===== config.mk =====
export PLATFORM = sky130hd
export DESIGN_NAME = alu_flag_unit
export DESIGN_NICKNAME = d
export VERILOG_FILES = /design/src/rtl/alu_flag_unit.sv
export SDC_FILE = /design/constraint.sdc
export NUM_CORES = 1
export LEC_CHECK = 0
export CAP_MARGIN = 10
export CELL_PAD_IN_SITES_DETAIL_PLACEMENT = 1
export CELL_PAD_IN_SITES_GLOBAL_PLACEMENT = 2
export CORE_UTILIZATION = 22
export CTS_CLUSTER_DIAMETER = 40
export DETAILED_ROUTE_END_ITERATION = 10
export MAX_ROUTING_LAYER = met4
export PLACE_DENSITY = 0.74
export SYNTH_ARGS = -nofsm -noshare
export SYNTH_HDL_FRONTEND = slang
export SYNTH_SLANG_ARGS = --single-unit

===== constraint.sdc =====
create_clock -name clk -period 1.7 [get_ports clk]
set_input_delay 0.255 -clock clk [delete_from_list [all_inputs] [get_ports clk]]
set_output_delay 0.255 -clock clk [all_outputs]
set_load 0.05 [all_outputs]

===== src/rtl/alu_flag_unit.sv =====
// ALU flag register with Z accumulation across compare chains, plus a
// ready/valid/ack conditional-jump evaluator. Optional macro: FLAG_SHADOW_EN.
module alu_flag_unit #(
  parameter int WIDTH     = 8,
  parameter int NUM_CONDS = 16
) (
  input  logic                         clk,
  input  logic                         rst,
  input  logic [WIDTH-1:0]             aluout,
  input  logic                         carryout,
  input  logic                         overout,
  input  logic                         cmpo,
  input  logic                         cmp_chain,
  input  logic                         clr_flags,
  input  logic                         signed_in,
  input  logic                         jmp_req,
  input  logic [$clog2(NUM_CONDS)-1:0] cond,
  input  logic                         jmp_ack,
`ifdef FLAG_SHADOW_EN
  input  logic                         save_flags,
  input  logic                         restore_flags,
  output logic [3:0]                   shadow,
`endif
  output logic                         jmp_ready,
  output logic                         jmp_valid,
  output logic                         jmp_taken,
  output logic [3:0]                   flags
);

  localparam int CW = $clog2(NUM_CONDS);

  localparam logic [CW-1:0] C_ALWAYS = CW'(0);
  localparam logic [CW-1:0] C_Z      = CW'(1);
  localparam logic [CW-1:0] C_NZ     = CW'(2);
  localparam logic [CW-1:0] C_C      = CW'(3);
  localparam logic [CW-1:0] C_NC     = CW'(4);
  localparam logic [CW-1:0] C_N      = CW'(5);
  localparam logic [CW-1:0] C_NN     = CW'(6);
  localparam logic [CW-1:0] C_O      = CW'(7);
  localparam logic [CW-1:0] C_NO     = CW'(8);
  localparam logic [CW-1:0] C_LT     = CW'(9);
  localparam logic [CW-1:0] C_GE     = CW'(10);
  localparam logic [CW-1:0] C_LE     = CW'(11);
  localparam logic [CW-1:0] C_GT     = CW'(12);

  typedef struct packed {
    logic o;
    logic n;
    logic c;
    logic z;
  } flags_t;

  typedef enum logic [1:0] {
    ST_IDLE,
    ST_EVAL,
    ST_RESP
  } state_e;

  flags_t          flags_q, flags_d;
  state_e          state_q, state_d;
  logic [CW-1:0]   cond_q, cond_d;
  logic            signed_q, signed_d;
  logic            taken_q, taken_d;
  logic            alu_zero;

`ifdef FLAG_SHADOW_EN
  flags_t          shadow_q, shadow_d;
`endif

  function automatic logic cond_true(input logic [CW-1:0] code,
                                     input logic          sgn,
                                     input flags_t        f);
    logic lt;
    lt = sgn ? (f.n ^ f.o) : ~f.c;
    case (code)
      C_ALWAYS: cond_true = 1'b1;
      C_Z:      cond_true = f.z;
      C_NZ:     cond_true = ~f.z;
      C_C:      cond_true = f.c;
      C_NC:     cond_true = ~f.c;
      C_N:      cond_true = f.n;
      C_NN:     cond_true = ~f.n;
      C_O:      cond_true = f.o;
      C_NO:     cond_true = ~f.o;
      C_LT:     cond_true = lt;
      C_GE:     cond_true = ~lt;
      C_LE:     cond_true = lt | f.z;
      C_GT:     cond_true = ~(lt | f.z);
      default:  cond_true = 1'b0;
    endcase
  endfunction

  assign alu_zero = (aluout == '0);

  // Flag register next state: clr_flags > restore_flags > cmpo.
  always_comb begin
    // NOTE: every combinational output gets a default first so no path leaves
    // it unassigned, which would otherwise infer a latch.
    flags_d = flags_q;
`ifdef FLAG_SHADOW_EN
    shadow_d = shadow_q;
`endif
    if (clr_flags) begin
      flags_d = '{o: 1'b0, n: 1'b0, c: 1'b0, z: 1'b1};
    end
`ifdef FLAG_SHADOW_EN
    else if (restore_flags) begin
      flags_d = shadow_q;
    end
`endif
    else if (cmpo) begin
      flags_d.z = cmp_chain ? (flags_q.z & alu_zero) : alu_zero;
      flags_d.c = carryout;
      flags_d.n = aluout[WIDTH-1];
      flags_d.o = overout;
    end
`ifdef FLAG_SHADOW_EN
    // Saving the pre-edge value makes save+restore in one cycle a swap.
    if (save_flags) begin
      shadow_d = flags_q;
    end
`endif
  end

  // EVAL reads flags_q, which already holds any request-cycle cmpo update.
  always_comb begin
    state_d  = state_q;
    cond_d   = cond_q;
    signed_d = signed_q;
    taken_d  = taken_q;
    case (state_q)
      ST_IDLE: begin
        if (jmp_req) begin
          cond_d   = cond;
          signed_d = signed_in;
          state_d  = ST_EVAL;
        end
      end
      ST_EVAL: begin
        taken_d = cond_true(cond_q, signed_q, flags_q);
        state_d = ST_RESP;
      end
      ST_RESP: begin
        if (jmp_ack) begin
          state_d = ST_IDLE;
        end
      end
      default: state_d = ST_IDLE;
    endcase
  end

  always_ff @(posedge clk) begin
    // NOTE: sequential state uses non-blocking assignments so every flop
    // samples its pre-edge inputs regardless of statement order.
    if (rst) begin
      flags_q  <= '0;
      state_q  <= ST_IDLE;
      cond_q   <= '0;
      signed_q <= 1'b0;
      taken_q  <= 1'b0;
`ifdef FLAG_SHADOW_EN
      shadow_q <= '0;
`endif
    end else begin
      flags_q  <= flags_d;
      state_q  <= state_d;
      cond_q   <= cond_d;
      signed_q <= signed_d;
      taken_q  <= taken_d;
`ifdef FLAG_SHADOW_EN
      shadow_q <= shadow_d;
`endif
    end
  end

  assign jmp_ready = (state_q == ST_IDLE);
  assign jmp_valid = (state_q == ST_RESP);
  assign jmp_taken = taken_q;
  assign flags     = flags_q;
`ifdef FLAG_SHADOW_EN
  assign shadow    = shadow_q;
`endif

endmodule


======== Yosys cells after proc, flatten, opt, wreduce, memory -nomap -nowiden ========
Cells that the tools add are included.
cells by class
  bitwise logic cells ..................... 9
  equality and inequality tests ........... 16
  reductions and logical operators ........ 7
  mux-type cells .......................... 8
operators with widths
  kind                                                 number
  equality test 4 bit, second input constant           5
  equality test 4 x 3 -> 1 bit, second input constant  4
  case mux 1 bit (13 select lines)                     1
  equality test 4 x 2 -> 1 bit, second input constant  2
  zero test 8 bit                                      1
  inverter 1 bit                                       6
  case mux 2 bit (3 select lines)                      1
  equality test 4 x 1 -> 1 bit, second input constant  1
  zero test 4 bit                                      1
  two-way mux 1 bit                                    4
  two-way mux 2 bit                                    2
  inequality test 2 bit, second input constant         2
  AND reduction 2 bit                                  2
  equality test 2 x 1 -> 1 bit, second input constant  1
  equality test 2 bit, second input constant           1
  zero test 2 bit                                      1
  nonzero test 2 bit                                   1
  OR reduction 2 bit                                   1
  bitwise AND 1 bit                                    1
  bitwise OR 1 bit                                     1
  bitwise XOR 1 bit                                    1
storage, ports and cells
  bits of input ports ..................... 22
  flip-flop bits (word level) ............. 12
  output and inout port bits .............. 7
  word-level logic and storage cells ...... 48

======== Logic depth before layout (Yosys ltp) ========
Gate-level depths: netlist of run 1.
  word-level depth ........................ 5
  depth in mapped cells ................... 5
  mapped depth without buffers ............ 4

======== Worst setup path before layout of run 1 ========
OpenSTA, ideal clock, no wires.
  path type ............................... flip-flop to flip-flop
  start ................................... register flags_q, in the netlist flags[2]
  end ..................................... register taken_q, in the netlist jmp_taken
  path slack .............................. 72 ps
  buffers on the path ..................... 0
  required time ........................... 1,580 ps
  period minus slack after synthesis ...... 1,628 ps
  data arrival time ....................... 1,508 ps
  cell stages (with the launch flop) ...... 5
  setup time .............................. 120 ps
  cells stage by stage .................... dfxtp_1 mux2_2 o2111ai_1 o211ai_1 o31a_1
between the ends
  longest elaborated chain between the ends .. 5
  elaborated cells on any way between the ends .. 7
  those cells by class .................... mux: 2; bitwise: 5
ends and longest elaborated chain
  item                                RTL line  source
  start: declaration                  59        flags_t flags_q, flags_d;
  start signal: assignment            165       flags_q <= flags_d;
  bitwise XOR 1 bit                   74        lt = sgn ? (f.n ^ f.o) : ~f.c;
  two-way mux 1 bit                   74
  bitwise OR 1 bit                    87, 88
  inverter 1 bit                      88        C_GT: cond_true = ~(lt | f.z);
  case mux 1 bit (13 select lines) *  75        case (code)
  end signal: assignment              169       taken_q <= taken_d;
  end: declaration                    63        logic taken_q, taken_d;
Mark *: on every way between the ends. The rest lies on a longest branch, timed or not.
A chain may end at the register's enable or synchronous reset.

======== Worst setup path in the final report of run 1 ========
  start ................................... register cond_q[2]
  end ..................................... register taken_q, in the netlist jmp_taken
between the ends
  longest elaborated chain between the ends .. 2
  elaborated cells on any way between the ends .. 14
  those cells by class .................... eq/ne: 12; mux: 1; reduce/logical: 1
ends and longest elaborated chain
  item                                         RTL line  source
  start: declaration                           61        logic [CW-1:0] cond_q, cond_d;
  start signal: assignment                     167       cond_q <= cond_d;
  equality test 4 bit (tied with other cells)  75
  case mux 1 bit (13 select lines) *           75
Marks and branches as above.

==> results.py, run 1 <==
metrics = {
    "worst_hold_path": {
        "cells_on_worst_hold_path": 3,
        "hold_path_class": "primary input to flip-flop",
        "timing.hold.worst_endpoint": "cond_q[0]$_SDFFE_PP0P_",
        "holdCritStartpoint": "cond[0]",
    },
    "power": {
        "vdd_drop_max_v": 0.000486,
        "fin_total_pwr_w": 0.000684,
        "pwr_dens_mw_per_mm2": 693,
        "p_leak_nw": 0.368,
    },
    "layout": {
        "fin_util_pct": 35.2,
        "area_of_combinational_cells_with_multiple_inputs_um2": 380,
        "regArea_um2": 240,
        "nFillCells": 336,
        "syn_to_final_growth_pct": 49.1,
        "most-common-layout-cells": "sky130_fd_sc_hd__clkdlybuf4s50_1 (21), sky130_fd_sc_hd__nor2_1 (13), sky130_fd_sc_hd__dfxtp_1 (12)",
        "share_of_final_layout_standard_cells_stronger_than_drive_strength_1_pct": 14.0,
        "antenna_cells": 0,
        "finalNetCount": 131,
        "layout.cells.most_common": "sky130_fd_sc_hd__clkdlybuf4s50_1",
    },
    "worst_setup_path": {
        "critPathLaunchType": "flip-flop",
        "worstRegToRegCells": 4,
        "r2r_start": "cond_q[2]$_SDFFE_PP0P_",
        "timing.critical_path.fanout_max": 8,
        "ff2ff_setup_slack_ps": 270,
        "data_arrival_time_at_the_worst_slack_endpoint_ps": 1600,
        "worst-endpoint-required_ps": 1860,
        "worst-setup-path-type": "flip-flop to flip-flop",
        "setup.worst_path.end_class": "flip-flop",
        "r2r-end": "jmp_taken$_SDFFE_PP0N_",
    },
    "clock_network": {
        "cts_resizes": 0,
        "insertion_delay_ps": 270,
        "tritoncts": "done",
        "clock_tree.root_cell": "sky130_fd_sc_hd__clkbuf_4",
        "cts-htree-levels": 1,
        "max-clock-path-buffers": 2,
        "clk_pin_slew_ps": 70,
        "cts_num_sinks": 12,
        "cts_hold_buf": 0,
        "post_cts_buffers": 0,
        "cts_made_buffers": 3,
    },
    "sta": {
        "period_minus_slack_ps": 1430,
        "final-setup-viol-count": 0,
        "fin_worst_skew_ps": 0.380,
        "finalHoldViolations": 0,
        "grt_setup_unrepaired": "no",
        "count_of_final_max_slew_check_failures": 0,
        "max_clock_freq_ghz": 0.698,
        "worst_pin_slew_ps": 330,
        "worst_case_setup_margin_in_the_final_layout_ps": 268,
        "setup-tns-final_ps": 0,
        "slew_headroom_pct": 78.0,
        "finalCritPeriodShare_pct": 84.2,
    },
    "floorplan": {
        "initial_core_util_pct": 23.6,
        "die_area_mm2": 0.00323,
        "placement_rows": 19,
        "placeableCoreArea_mm2": 0.00281,
        "die_width_um": 56.9,
        "die_y_um": 56.9,
        "top_level_ports": 29,
    },
    "status": {
        "outcome": "finished clean",
    },
    "logic_synthesis": {
        "post-synth-top-area-cell": "sky130_fd_sc_hd__dfxtp_1",
        "synth-async-reset-ratio_pct": 0,
        "syn_inst": 78,
        "post-synth-top-area-fraction_pct": 36.3,
        "synth_area_leaders": "sky130_fd_sc_hd__dfxtp_1 (36%), sky130_fd_sc_hd__mux2i_1 (9.1%), sky130_fd_sc_hd__nor2_1 (7.4%), sky130_fd_sc_hd__a21oi_1 (3.8%), sky130_fd_sc_hd__nor3_1 (3.8%)",
        "yosysSeqAreaShare_pct": 36.3,
        "yosysWarningCount": 0,
        "synth.ff_latch_count": 12,
        "dominantRegCellSynth": "sky130_fd_sc_hd__dfxtp_1",
        "synth.net_count": 100,
        "synth_edf_count": 0,
        "synth_area_per_cell_um2": 8.49,
        "synth.distinct_cells": 30,
        "syn_area_um2": 662,
    },
    "route": {
        "wire_length_per_cell_um": 12.9,
        "postRouteAntennaNets": 0,
        "detail_route.wirelength_um": 1780,
        "route.detailed.vias_per_inst": 4.86,
        "drc_errors_left": 0,
        "dr.first_iter.drc_count": 6,
        "detailedRoute.firstPassIterationCount": 3,
        "num_vias": 671,
    },
    "place": {
        "io_buffer_count": 28,
        "dp_slack_ps": 144,
        "gpl_wtd_cong": 0.808,
        "post-dp-hpwl_um": 1470,
    },
    "run": {
        "timing.max_cap.violations": 0,
    },
    "grt": {
        "largest_net_degree_at_the_start_of_global_routing": 11,
        "first_global_vias": 686,
        "grt_antenna_before_repair": 0,
        "grt_pass1_wl_um": 3150,
        "global_route.usage.total_pct": 13.0,
        "grt_overflow": 0,
    },
}
==> metal layers <==
metal	routed length, um	share of wire (%)	global-route usage, %
met1	842	47	16.1
met2	859	48	20.7
met3	53	3.0	4.15
met4	19	1.1	3.14
met5	0	0	-
==> area by class of cell <==
cell class,count,area share (%)
Sequential cell,12,24.3
Timing Repair Buffer,30,29.4
Tap cell,31,3.93
Clock buffer,3,2.28
Multi-Input combinational cell,58,38.5
Inverter,4,1.52
==> through the flow <==
stage | hold slack (ps) | area [um2] | std cells
3_3_place_gp | 590 | 965 | 135
6_report | 587 | 987 | 138
4_1_cts | 580 | 987 | 138
2_1_floorplan | 327 | 662 | 78
3_5_place_dp | 597 | 965 | 135
5_1_grt | 605 | 987 | 138
==> synthesized netlist by cell type (2+ instances only) <==
library cell and count:
sky130_fd_sc_hd__nor2_1 13, sky130_fd_sc_hd__dfxtp_1 12, sky130_fd_sc_hd__mux2i_1 6, sky130_fd_sc_hd__a21oi_1 5, sky130_fd_sc_hd__nor3_1 5, sky130_fd_sc_hd__inv_1 4
sky130_fd_sc_hd__nand2b_1 3, sky130_fd_sc_hd__nor2b_1 3, sky130_fd_sc_hd__or4_1 3, sky130_fd_sc_hd__clkbuf_1 2, sky130_fd_sc_hd__nand2_1 2, sky130_fd_sc_hd__nor3b_1 2
==> where the power goes <==
part | switching, W | total (W) | internal, W | leakage (nW)
clock | 0.0000949 | 0.000177 | 0.0000821 | 0.0138
combinational | 0.0000856 | 0.000183 | 0.0000977 | 0.256
sequential | 0.0000260 | 0.000324 | 0.000298 | 0.0986
==> registers in the layout (all words and copies together), names as in the netlist <==
register and count:
flags 4, state_q 2, jmp_taken 1, signed_q 1, cond_q 4
==> cells by family after synthesis <==
family	share of synthesized area [%]
buffers and inverters	6.24
flip-flops	36.3
multiplexers	10.8
AND/OR/NAND/NOR	28.9
AO/OA/AOI/OAI	16.4
XOR/XNOR	1.32
==> worst max-delay path, stage by stage (launching register included) <==
cell and delay [ps]:
sky130_fd_sc_hd__dfxtp_1 480, sky130_fd_sc_hd__and4b_1 240, sky130_fd_sc_hd__a221oi_1 220, sky130_fd_sc_hd__nor2_1 80
sky130_fd_sc_hd__o31a_1 300
==> worst max path at each step <==
stage / cells after the start / start / slack [ps] / end
5_1_grt: 4 / cond_q[2]$_SDFFE_PP0P_ / 140 / jmp_taken$_SDFFE_PP0N_
3_3_place_gp: 5 / aluout[7] / 180 / flags[0]$_SDFFE_PP0P_
2_1_floorplan: 4 / flags[2]$_SDFFE_PP0P_ / 70 / jmp_taken$_SDFFE_PP0N_
3_5_place_dp: 5 / aluout[7] / 140 / flags[0]$_SDFFE_PP0P_
4_1_cts: 4 / cond_q[2]$_SDFFE_PP0P_ / 250 / jmp_taken$_SDFFE_PP0N_
6_report: 4 / cond_q[2]$_SDFFE_PP0P_ / 270 / jmp_taken$_SDFFE_PP0N_
Power figures use the tool's default switching activity.
==> run 2: changes to the inputs <==
CORE_UTILIZATION = 20   (was 22)
PLACE_DENSITY = 0.71   (was 0.74)
clock period = 1.2 ns   (was 1.7 ns; I/O delays follow)
==> run 2 against run 1 <==
Against the previous run: the flow now finishes with violations (setup timing); combinational power grew 99%; sequential power grew 40%; cell count grew 22%; setup slack lost 340 ps; highest routed layer unchanged.
==> results.py, run 2 (synthesis results as in run 1) <==
metrics = {
    "status": {
        "outcome": "finished with violations",
        "violated_checks": "setup timing",
    },
    "sta": {
        "finalHoldViolations": 0,
        "grt_setup_unrepaired": "yes",
        "period_minus_slack_ps": 1270,
        "max_clock_freq_ghz": 0.787,
        "final-setup-viol-count": 2,
        "finalCritPeriodShare_pct": 106,
        "worst_case_setup_margin_in_the_final_layout_ps": -70.9,
        "fin_worst_skew_ps": 6.17,
        "worst_pin_slew_ps": 252,
        "setup-tns-final_ps": -90.0,
        "count_of_final_max_slew_check_failures": 0,
        "slew_headroom_pct": 83.2,
    },
    "grt": {
        "largest_net_degree_at_the_start_of_global_routing": 12,
        "grt_antenna_before_repair": 0,
        "grt_pass1_wl_um": 3230,
        "first_global_vias": 743,
        "global_route.usage.total_pct": 12.4,
        "grt_overflow": 0,
    },
    "route": {
        "route.detailed.vias_per_inst": 4.34,
        "wire_length_per_cell_um": 11.8,
        "detailedRoute.firstPassIterationCount": 3,
        "drc_errors_left": 0,
        "postRouteAntennaNets": 0,
        "num_vias": 729,
        "detail_route.wirelength_um": 1980,
        "dr.first_iter.drc_count": 14,
    },
    "floorplan": {
        "placeableCoreArea_mm2": 0.00310,
        "placement_rows": 20,
        "die_y_um": 59.5,
        "die_area_mm2": 0.00354,
        "top_level_ports": 29,
        "die_width_um": 59.5,
        "initial_core_util_pct": 21.3,
    },
    "worst_setup_path": {
        "worst-setup-path-type": "flip-flop to flip-flop",
        "setup.worst_path.end_class": "flip-flop",
        "data_arrival_time_at_the_worst_slack_endpoint_ps": 1490,
        "worst-endpoint-required_ps": 1420,
        "crit_slowest_cell": "sky130_fd_sc_hd__or4_1",
        "timing.critical_path.fanout_max": 8,
        "timing.critical_path.cells": "or4_1 > o211ai_1 > o31a_1",
        "worst_path_largest_cell_delay_ps": 520,
        "critPathLaunchType": "flip-flop",
    },
    "clock_network": {
        "clk_pin_slew_ps": 80,
        "tritoncts": "done",
        "insertion_delay_ps": 270,
        "cts_made_buffers": 3,
        "cts-htree-levels": 1,
        "cts_num_sinks": 12,
        "clock_tree.root_cell": "sky130_fd_sc_hd__clkbuf_4",
        "cts_hold_buf": 0,
        "max-clock-path-buffers": 2,
    },
    "power": {
        "fin_total_pwr_w": 0.00108,
        "p_leak_nw": 0.515,
        "pwr_dens_mw_per_mm2": 839,
        "vdd_drop_max_v": 0.000455,
    },
    "layout": {
        "regArea_um2": 265,
        "share_of_final_layout_standard_cells_stronger_than_drive_strength_1_pct": 37.9,
        "area_of_combinational_cells_with_multiple_inputs_um2": 425,
        "antenna_cells": 0,
        "most-common-layout-cells": "sky130_fd_sc_hd__clkdlybuf4s50_1 (17), sky130_fd_sc_hd__buf_4 (15), sky130_fd_sc_hd__nor2_1 (12)",
        "final_standard_cell_count_with_taps_included_and_fillers_excluded": 168,
        "nFillCells": 377,
        "finalNetCount": 147,
        "syn_to_final_growth_pct": 94.9,
        "layout.cells.most_common": "sky130_fd_sc_hd__clkdlybuf4s50_1",
    },
    "place": {
        "post-dp-hpwl_um": 1540,
        "gpl_wtd_cong": 0.746,
        "place_inst": 161,
        "dp_slack_ps": -281,
        "io_buffer_count": 28,
    },
    "run": {
        "timing.max_cap.violations": 0,
    },
    "worst_hold_path": {
        "hold_path_class": "primary input to flip-flop",
    },
}
-- run 2: worst paths after layout --
path              cells after the start                      to                    from  slack, ps
hold / removal                        5   flags[0]$_SDFFE_PP0P_               aluout[0]        350
setup / recovery                      3  jmp_taken$_SDFFE_PP0N_  cond_q[0]$_SDFFE_PP0P_        -70
setup reg to reg                      3  jmp_taken$_SDFFE_PP0N_  cond_q[0]$_SDFFE_PP0P_        -70
hold reg to reg                       2  cond_q[2]$_SDFFE_PP0P_  cond_q[2]$_SDFFE_PP0P_        550
-- run 2: cell type report --
type | count | area share [%]
multi-input combinational | 58 | 33.0
sequential | 12 | 20.6
tap | 44 | 4.27
inverter | 4 | 1.16
clock buffer | 4 | 2.04
timing repair buffer | 46 | 39.0
-- run 2: timing repair --
action,CTS,global route
gates resized for setup,14,12
setup buffers,1,2
setup endpoints to repair,4,7
pin swaps,7,6
gates cloned,0,0
-- run 2: where the power goes --
part	internal [W]	leakage (nW)	switching [W]
clock network	0.000129	0.0150	0.000135
registers	0.000420	0.104	0.0000348
logic	0.000214	0.397	0.000150
total	0.000763	0.515	0.000320
-- run 2: through the flow --
stage	area [um2]	hold slack, ps	utilization [%]
6_report	1290	347	41.6
5_1_grt	1290	369	41.6
4_1_cts	1230	480	39.8
3_5_place_dp	1160	596	37.5
3_3_place_gp	1160	572	37.5
2_1_floorplan	672	249	-
-- run 2: worst max-delay path, delay by kind of cell, from the launching register on --
kind | cells | cell delay (ps)
simple gates | 1 | 520
flops | 1 | 370
compound gates | 2 | 330
-- run 2: routing by layer --
layer  track usage, %  part of all wire, %  wire (um)
met3             3.28                  3.3         65
met5                -                    0          0
met2             21.0                   49        979
met1             14.5                   46        921
met4             2.99                 0.86         17
